### config.mk
export PLATFORM = sky130hd
export DESIGN_NAME = pi_ctrl_sat
export DESIGN_NICKNAME = d
export VERILOG_FILES = /design/src/rtl/gysc_ctrl_pkg.sv /design/src/rtl/sat_clamp.sv /design/src/rtl/pi_ctrl_sat.sv
export SDC_FILE = /design/constraint.sdc
export NUM_CORES = 2
export LEC_CHECK = 0
export BUFFER_PORTS_ARGS = -buffer_cell sky130_fd_sc_hd__buf_2
export CORE_MARGIN = 4
export CORE_UTILIZATION = 60
export CTS_CLUSTER_DIAMETER = 40
export DETAILED_ROUTE_END_ITERATION = 8
export HOLD_SLACK_MARGIN = 0.02
export PLACE_DENSITY_LB_ADDON = 0.15
export SLEW_MARGIN = 40
export SYNTH_ARGS = -nofsm -noshare
export SYNTH_HDL_FRONTEND = slang
export SYNTH_SLANG_ARGS = --single-unit
export TNS_END_PERCENT = 50
### constraint.sdc
create_clock -name clk -period 10.9 [get_ports clk]
set_input_delay 0.545 -clock clk [delete_from_list [all_inputs] [get_ports clk]]
set_output_delay 0.545 -clock clk [all_outputs]
set_load 0.01 [all_outputs]
### src/rtl/gysc_ctrl_pkg.sv
// ============================================================================
// Module   : gysc_ctrl_pkg
// Purpose  : Shared width derivations and saturating clamp for the loop blocks.
// Revision : 1.0 - initial release
// ============================================================================
`default_nettype none

package gysc_ctrl_pkg;

   localparam int c_CLAMP_W = 128;

   function automatic int err_w(input int data_w);
      return data_w + 1;
   endfunction

   function automatic int diff_w(input int data_w);
      return data_w + 2;
   endfunction

   function automatic int prod_w(input int data_w, input int gain_w);
      return data_w + gain_w + 3;
   endfunction

   // Callers sign-extend into the wide carrier so one function serves any width.
   function automatic logic signed [c_CLAMP_W-1:0] sat_clamp_f(
      input logic signed [c_CLAMP_W-1:0] x,
      input logic signed [c_CLAMP_W-1:0] lo,
      input logic signed [c_CLAMP_W-1:0] hi
   );
      if (x > hi) return hi;
      if (x < lo) return lo;
      return x;
   endfunction

endpackage

`default_nettype wire

### src/rtl/sat_clamp.sv
// ============================================================================
// Module   : sat_clamp
// Purpose  : Combinational wide-to-OUT_W signed clamp with a saturated flag.
// Revision : 1.0 - initial release
// ============================================================================
`default_nettype none

module sat_clamp
   import gysc_ctrl_pkg::*;
#(
   parameter int     IN_W    = 53,
   parameter int     OUT_W   = 32,
   parameter longint OUT_MAX = 64'sd2147483647,
   parameter longint OUT_MIN = -64'sd2147483648
)(
   input  logic signed [IN_W-1:0]  i_val,
   output logic signed [OUT_W-1:0] o_val,
   output logic                    o_sat
);

   logic signed [c_CLAMP_W-1:0] w_x;
   logic signed [c_CLAMP_W-1:0] w_hi;
   logic signed [c_CLAMP_W-1:0] w_lo;
   logic signed [c_CLAMP_W-1:0] w_c;

   assign w_x   = c_CLAMP_W'(i_val);
   assign w_hi  = c_CLAMP_W'(OUT_MAX);
   assign w_lo  = c_CLAMP_W'(OUT_MIN);
   assign w_c   = sat_clamp_f(w_x, w_lo, w_hi);
   assign o_val = OUT_W'(w_c);
   // Landing exactly on a rail counts as saturated.
   assign o_sat = (w_x >= w_hi) || (w_x <= w_lo);

endmodule

`default_nettype wire

### src/rtl/pi_ctrl_sat.sv
// ============================================================================
// Module   : pi_ctrl_sat
// Purpose  : 3-stage velocity-form PI controller with runtime gains, clamped
//            output and anti-windup. Optional deadband via PI_CTRL_DBAND_EN.
// Revision : 1.0 - initial release
// ============================================================================
`default_nettype none

module pi_ctrl_sat
   import gysc_ctrl_pkg::*;
#(
   parameter int     DATA_W  = 32,
   parameter int     GAIN_W  = 16,
   parameter int     FRAC_W  = 8,
   parameter longint OUT_MAX = 64'sd2147483647,
   parameter longint OUT_MIN = -64'sd2147483648,
   parameter int     DBAND   = 0
)(
   input  logic                     clk,
   input  logic                     rst,
   input  logic signed [DATA_W-1:0] ref_i,
   input  logic signed [DATA_W-1:0] fb_i,
   input  logic                     in_valid_i,
   input  logic                     clr_i,
   input  logic        [GAIN_W-1:0] kp_i,
   input  logic        [GAIN_W-1:0] ki_i,
   output logic signed [DATA_W-1:0] pi_ctrl_o,
   output logic                     out_valid_o,
   output logic                     sat_o
);

   localparam int c_ERR_W  = err_w(DATA_W);
   localparam int c_DIFF_W = diff_w(DATA_W);
   localparam int c_PROD_W = prod_w(DATA_W, GAIN_W);
   localparam int c_SUM_W  = c_PROD_W + 1;
   localparam int c_S_W    = c_SUM_W + 1;

   logic signed [c_ERR_W-1:0]  w_e_raw;
   logic signed [c_ERR_W-1:0]  w_e;
   logic signed [c_ERR_W-1:0]  r_e_prev;
   logic signed [c_DIFF_W-1:0] w_d;
   logic signed [c_DIFF_W-1:0] r_d1;
   logic                       r_v1;

   assign w_e_raw = c_ERR_W'(ref_i) - c_ERR_W'(fb_i);

`ifdef PI_CTRL_DBAND_EN
   logic signed [c_ERR_W-1:0] w_e_abs;
   assign w_e_abs = (w_e_raw < 0) ? -w_e_raw : w_e_raw;
   assign w_e     = (w_e_abs <= c_ERR_W'(DBAND)) ? '0 : w_e_raw;
`else
   assign w_e     = w_e_raw;
`endif

   assign w_d = c_DIFF_W'(w_e) - c_DIFF_W'(r_e_prev);

   // r_e_prev doubles as the stage-1 error register feeding the integral term.
   always_ff @(posedge clk or posedge rst) begin
      if (rst) begin
         r_e_prev <= '0;
         r_d1     <= '0;
         r_v1     <= 1'b0;
      end else if (clr_i) begin
         r_e_prev <= '0;
         r_d1     <= '0;
         r_v1     <= 1'b0;
      end else begin
         r_v1 <= in_valid_i;
         if (in_valid_i) begin
            r_e_prev <= w_e;
            r_d1     <= w_d;
         end
      end
   end

   logic signed [c_PROD_W-1:0] w_kp;
   logic signed [c_PROD_W-1:0] w_ki;
   logic signed [c_PROD_W-1:0] w_pp;
   logic signed [c_PROD_W-1:0] w_pi;
   logic signed [c_SUM_W-1:0]  w_sum;
   logic signed [c_SUM_W-1:0]  r_delta;
   logic                       r_v2;

   assign w_kp  = c_PROD_W'({1'b0, kp_i});
   assign w_ki  = c_PROD_W'({1'b0, ki_i});
   assign w_pp  = w_kp * c_PROD_W'(r_d1);
   assign w_pi  = w_ki * c_PROD_W'(r_e_prev);
   assign w_sum = c_SUM_W'(w_pp) + c_SUM_W'(w_pi);

   always_ff @(posedge clk or posedge rst) begin
      if (rst) begin
         r_delta <= '0;
         r_v2    <= 1'b0;
      end else if (clr_i) begin
         r_delta <= '0;
         r_v2    <= 1'b0;
      end else begin
         r_v2 <= r_v1;
         if (r_v1) begin
            r_delta <= w_sum >>> FRAC_W;
         end
      end
   end

   logic signed [c_S_W-1:0]    w_s;
   logic signed [DATA_W-1:0]   w_u_new;
   logic                       w_sat;
   logic signed [DATA_W-1:0]   r_u;
   logic                       r_out_valid;
   logic                       r_sat;

   assign w_s = c_S_W'(r_u) + c_S_W'(r_delta);

   sat_clamp #(
      .IN_W    (c_S_W),
      .OUT_W   (DATA_W),
      .OUT_MAX (OUT_MAX),
      .OUT_MIN (OUT_MIN)
   ) u_clamp (
      .i_val (w_s),
      .o_val (w_u_new),
      .o_sat (w_sat)
   );

   // The accumulator keeps the clamped value, so a reversal leaves the rail at once.
   always_ff @(posedge clk or posedge rst) begin
      if (rst) begin
         r_u         <= '0;
         r_out_valid <= 1'b0;
         r_sat       <= 1'b0;
      end else if (clr_i) begin
         r_u         <= '0;
         r_out_valid <= 1'b0;
         r_sat       <= 1'b0;
      end else begin
         r_out_valid <= r_v2;
         if (r_v2) begin
            r_u   <= w_u_new;
            r_sat <= w_sat;
         end
      end
   end

   assign pi_ctrl_o   = r_u;
   assign out_valid_o = r_out_valid;
   assign sat_o       = r_sat;

endmodule

`default_nettype wire

==> results.sh <==
export IMPL_cts_tree="done"
export IMPL_drt_first_iter_violations=2160
export IMPL_ys_warn_count=0
export IMPL_grt_setup_unrepaired="no"
export IMPL_cts_hold_buf=0
export IMPL_hold_viol_final=0
export IMPL_start_util_pct=60.5
export IMPL_clockBufferDepth=2
export IMPL_drc=0
export IMPL_htree_levels=4
export IMPL_synth_edf_count=0
export IMPL_fin_cells=6495
export IMPL_tns_ns=0
export IMPL_post_cts_setup_buffer_count=0
export IMPL_synth_top_area_share_pct=45.5
export IMPL_timing_final_crit_share_pct=79.4
export IMPL_end_kind="flip-flop"
export IMPL_grt_max_degree=68
export IMPL_final_util_pct=62.7
export IMPL_pin_count=134
export IMPL_fmax_mhz=116
export IMPL_worstHoldPathType="in -> async"
export IMPL_ys_ff_latch=147
export IMPL_cap_violations=0
export IMPL_drt_pass1_iterations=5
export IMPL_whs_ns=0.125
export IMPL_final_nets=6933
export IMPL_syn2layout_area_growth_pct=3.76
export IMPL_synthArstFlopShare_pct=100
export IMPL_grt_pass1_vias=38800
export IMPL_hpwl_um=104000
export IMPL_ctsResizeCount=0
export IMPL_grt_overflow_total=0
export IMPL_io_buffers=133
export IMPL_grt_pass1_wl_um=205000
export IMPL_finalMaxSlewViolations=0
export IMPL_vias_per_cell=5.58
export IMPL_drt_wirelength_per_cell_um=19.2
export IMPL_crit_type="reg -> reg"
export IMPL_ant_nets=0
export IMPL_antenna_found_initial=6
export IMPL_required_ns=11.27
export IMPL_yosysMostFrequentCell="inv_1"
export IMPL_row_count=105
export IMPL_ys_top_cells_by_area="fa_1, inv_1, ha_1"
export IMPL_r2r_cells=26
export IMPL_clock_sinks=147
export IMPL_ys_types=81
export IMPL_routabilityCongestion=0.885
export IMPL_worstMarginPinSlew_ns=0.912
export IMPL_syn_cell_area_um2=49600
export IMPL_fin_worst_skew_ns=0.0227
export IMPL_die_y_um=295
export IMPL_arrival_ns=9.02
export IMPL_synth_common_cells="inv_1, fa_1, and2_1"
export IMPL_critPathMaxFanout=18
export IMPL_core_area_um2=82000
export IMPL_critPathLaunchType="flip-flop"
export IMPL_drive_gt1_share_pct=4.48
export IMPL_path_clk_slew_ns=0.08
export IMPL_synthCells=5471
export IMPL_final_seq_area_um2=3680
export IMPL_root_buffer="clkbuf_16"
export IMPL_setup_violations=0
export IMPL_clk_latency_ns=0.49
export IMPL_fillers=7073
export IMPL_synth_ff_type="dfrtp_1"
export IMPL_num_vias=36200
export IMPL_dieArea_um2=87300
export IMPL_cts_buffers=17
export IMPL_status="complete, no violations"
export IMPL_final_min_clock_period_ns=8.65
export IMPL_die_w_um=295
export IMPL_yosys_area_top_type="fa_1"
export IMPL_syn_nets=6998
export IMPL_slew_headroom_pct=39.2
export IMPL_synth_seq_area_share_pct=7.42
export IMPL_gr_usage_all_layers_pct=30.4
export IMPL_syn_area_per_cell_um2=9.06
export IMPL_multi_input_area_um2=40000
export IMPL_drt_wl_total_um=125000
export IMPL_dp_cells=6457
[per-stage QoR]
step	setup WS (ns)	area, um^2
6_report	2.25	51400
5_1_grt	1.74	51400
4_1_cts	2.16	51400
3_5_place_dp	1.95	50800
3_3_place_gp	2.00	50800
2_1_floorplan	3.01	49600
[layout make-up]
cell class	instances	area share, %
diodes	6	0.0292
clock buffers	17	0.827
clock inverters	15	0.348
inverters	1321	9.66
multi-input cells	3769	77.8
flip-flops and latches	147	7.16
well taps	1070	2.60
repair buffers	150	1.57
[per-layer routing]
layer / global-route usage [%] / vias up / share of wire, %
li1: - / 16100 / -
met1: 37.3 / 18600 / 37
met2: 52.8 / 1103 / 51
met3: 3.32 / 349 / 4.6
met4: 16.8 / 0 / 6.6
met5: 0 / - / 0
[critical path, cell delays in order, from the launching register on]
cell	delay, ns
dfrtp_1	0.80
nand2_1	0.17
fa_1	0.45
inv_1	0.09
fa_1	0.41
inv_1	0.08
fa_1	0.43
fa_1	0.53
inv_1	0.06
fa_1	0.62
fa_1	0.45
fa_1	0.52
inv_1	0.06
fa_1	0.48
inv_1	0.04
ha_1	0.32
a21oi_1	0.13
o21ai_0	0.12
o31a_1	0.35
o31ai_1	0.37
a21o_1	0.27
nand2_1	0.18
a2111oi_1	0.65
or4b_2	0.30
a21boi_1	0.10
or3_1	0.31
a32o_1	0.26
[registers in the layout (all words and copies together), names as in the netlist]
register and count:
r_e_prev 33, out_valid_o 1, r_v1 1, r_d1 34
r_delta 44, pi_ctrl_o 32, sat_o 1, r_v2 1
[placed cells by master, fill, tap and decap left out, drive strengths merged, types with 6 or more instances in the layout]
cell / instances
o21a: 19
nor2: 219
a211o: 6
fa: 1126
clkbuf: 17
mux2i: 81
a31oi: 18
nand4: 37
o31ai: 7
a21boi: 11
a41oi: 7
dfrtp: 147
a21oi: 121
ha: 301
and3: 18
xnor2: 99
o21bai: 14
nand3b: 6
buf: 150
a211oi: 52
xor2: 43
o211ai: 10
diode: 6
or2: 13
a21o: 69
nand2b: 44
nand4b: 6
nor4: 11
and2: 602
or3: 12
nor3: 30
nand3: 32
o21ai: 82
nor2b: 23
inv: 1332
nand2: 579
[cell families (layout without fill, tap and decap cells)]
family                     count (synthesis)  in the layout  synth area share [%]
buffers and inverters                   1555           1503                  11.9
xor gates and xnor gates                 142            142                  2.51
muxes                                     81             81                  1.64
other                                      0              6                     0
adders and majority gates               1427           1427                  53.1
and+or+nand+nor                         1643           1643                  16.7
DFF                                      147            147                  7.42
AOI/OAI and AO/OA                        476            476                  6.83
[worst paths after layout]
check	slack, ns	startpoint	to
max	2.25	r_e_prev[7]	r_delta[42]
min	0.12	rst	pi_ctrl_o[0]
max reg2reg	2.25	r_e_prev[7]	r_delta[42]
min reg2reg	0.49	r_delta[29]	r_delta[29]
max in group asynchronous	9.67	rst	r_d1[27]
min in group clk	0.39	fb_i[0]	r_e_prev[0]
Power is left out: the tool's default activity adds up to more than one toggle a clock period on the data nets, which glitch-free logic cannot reach.
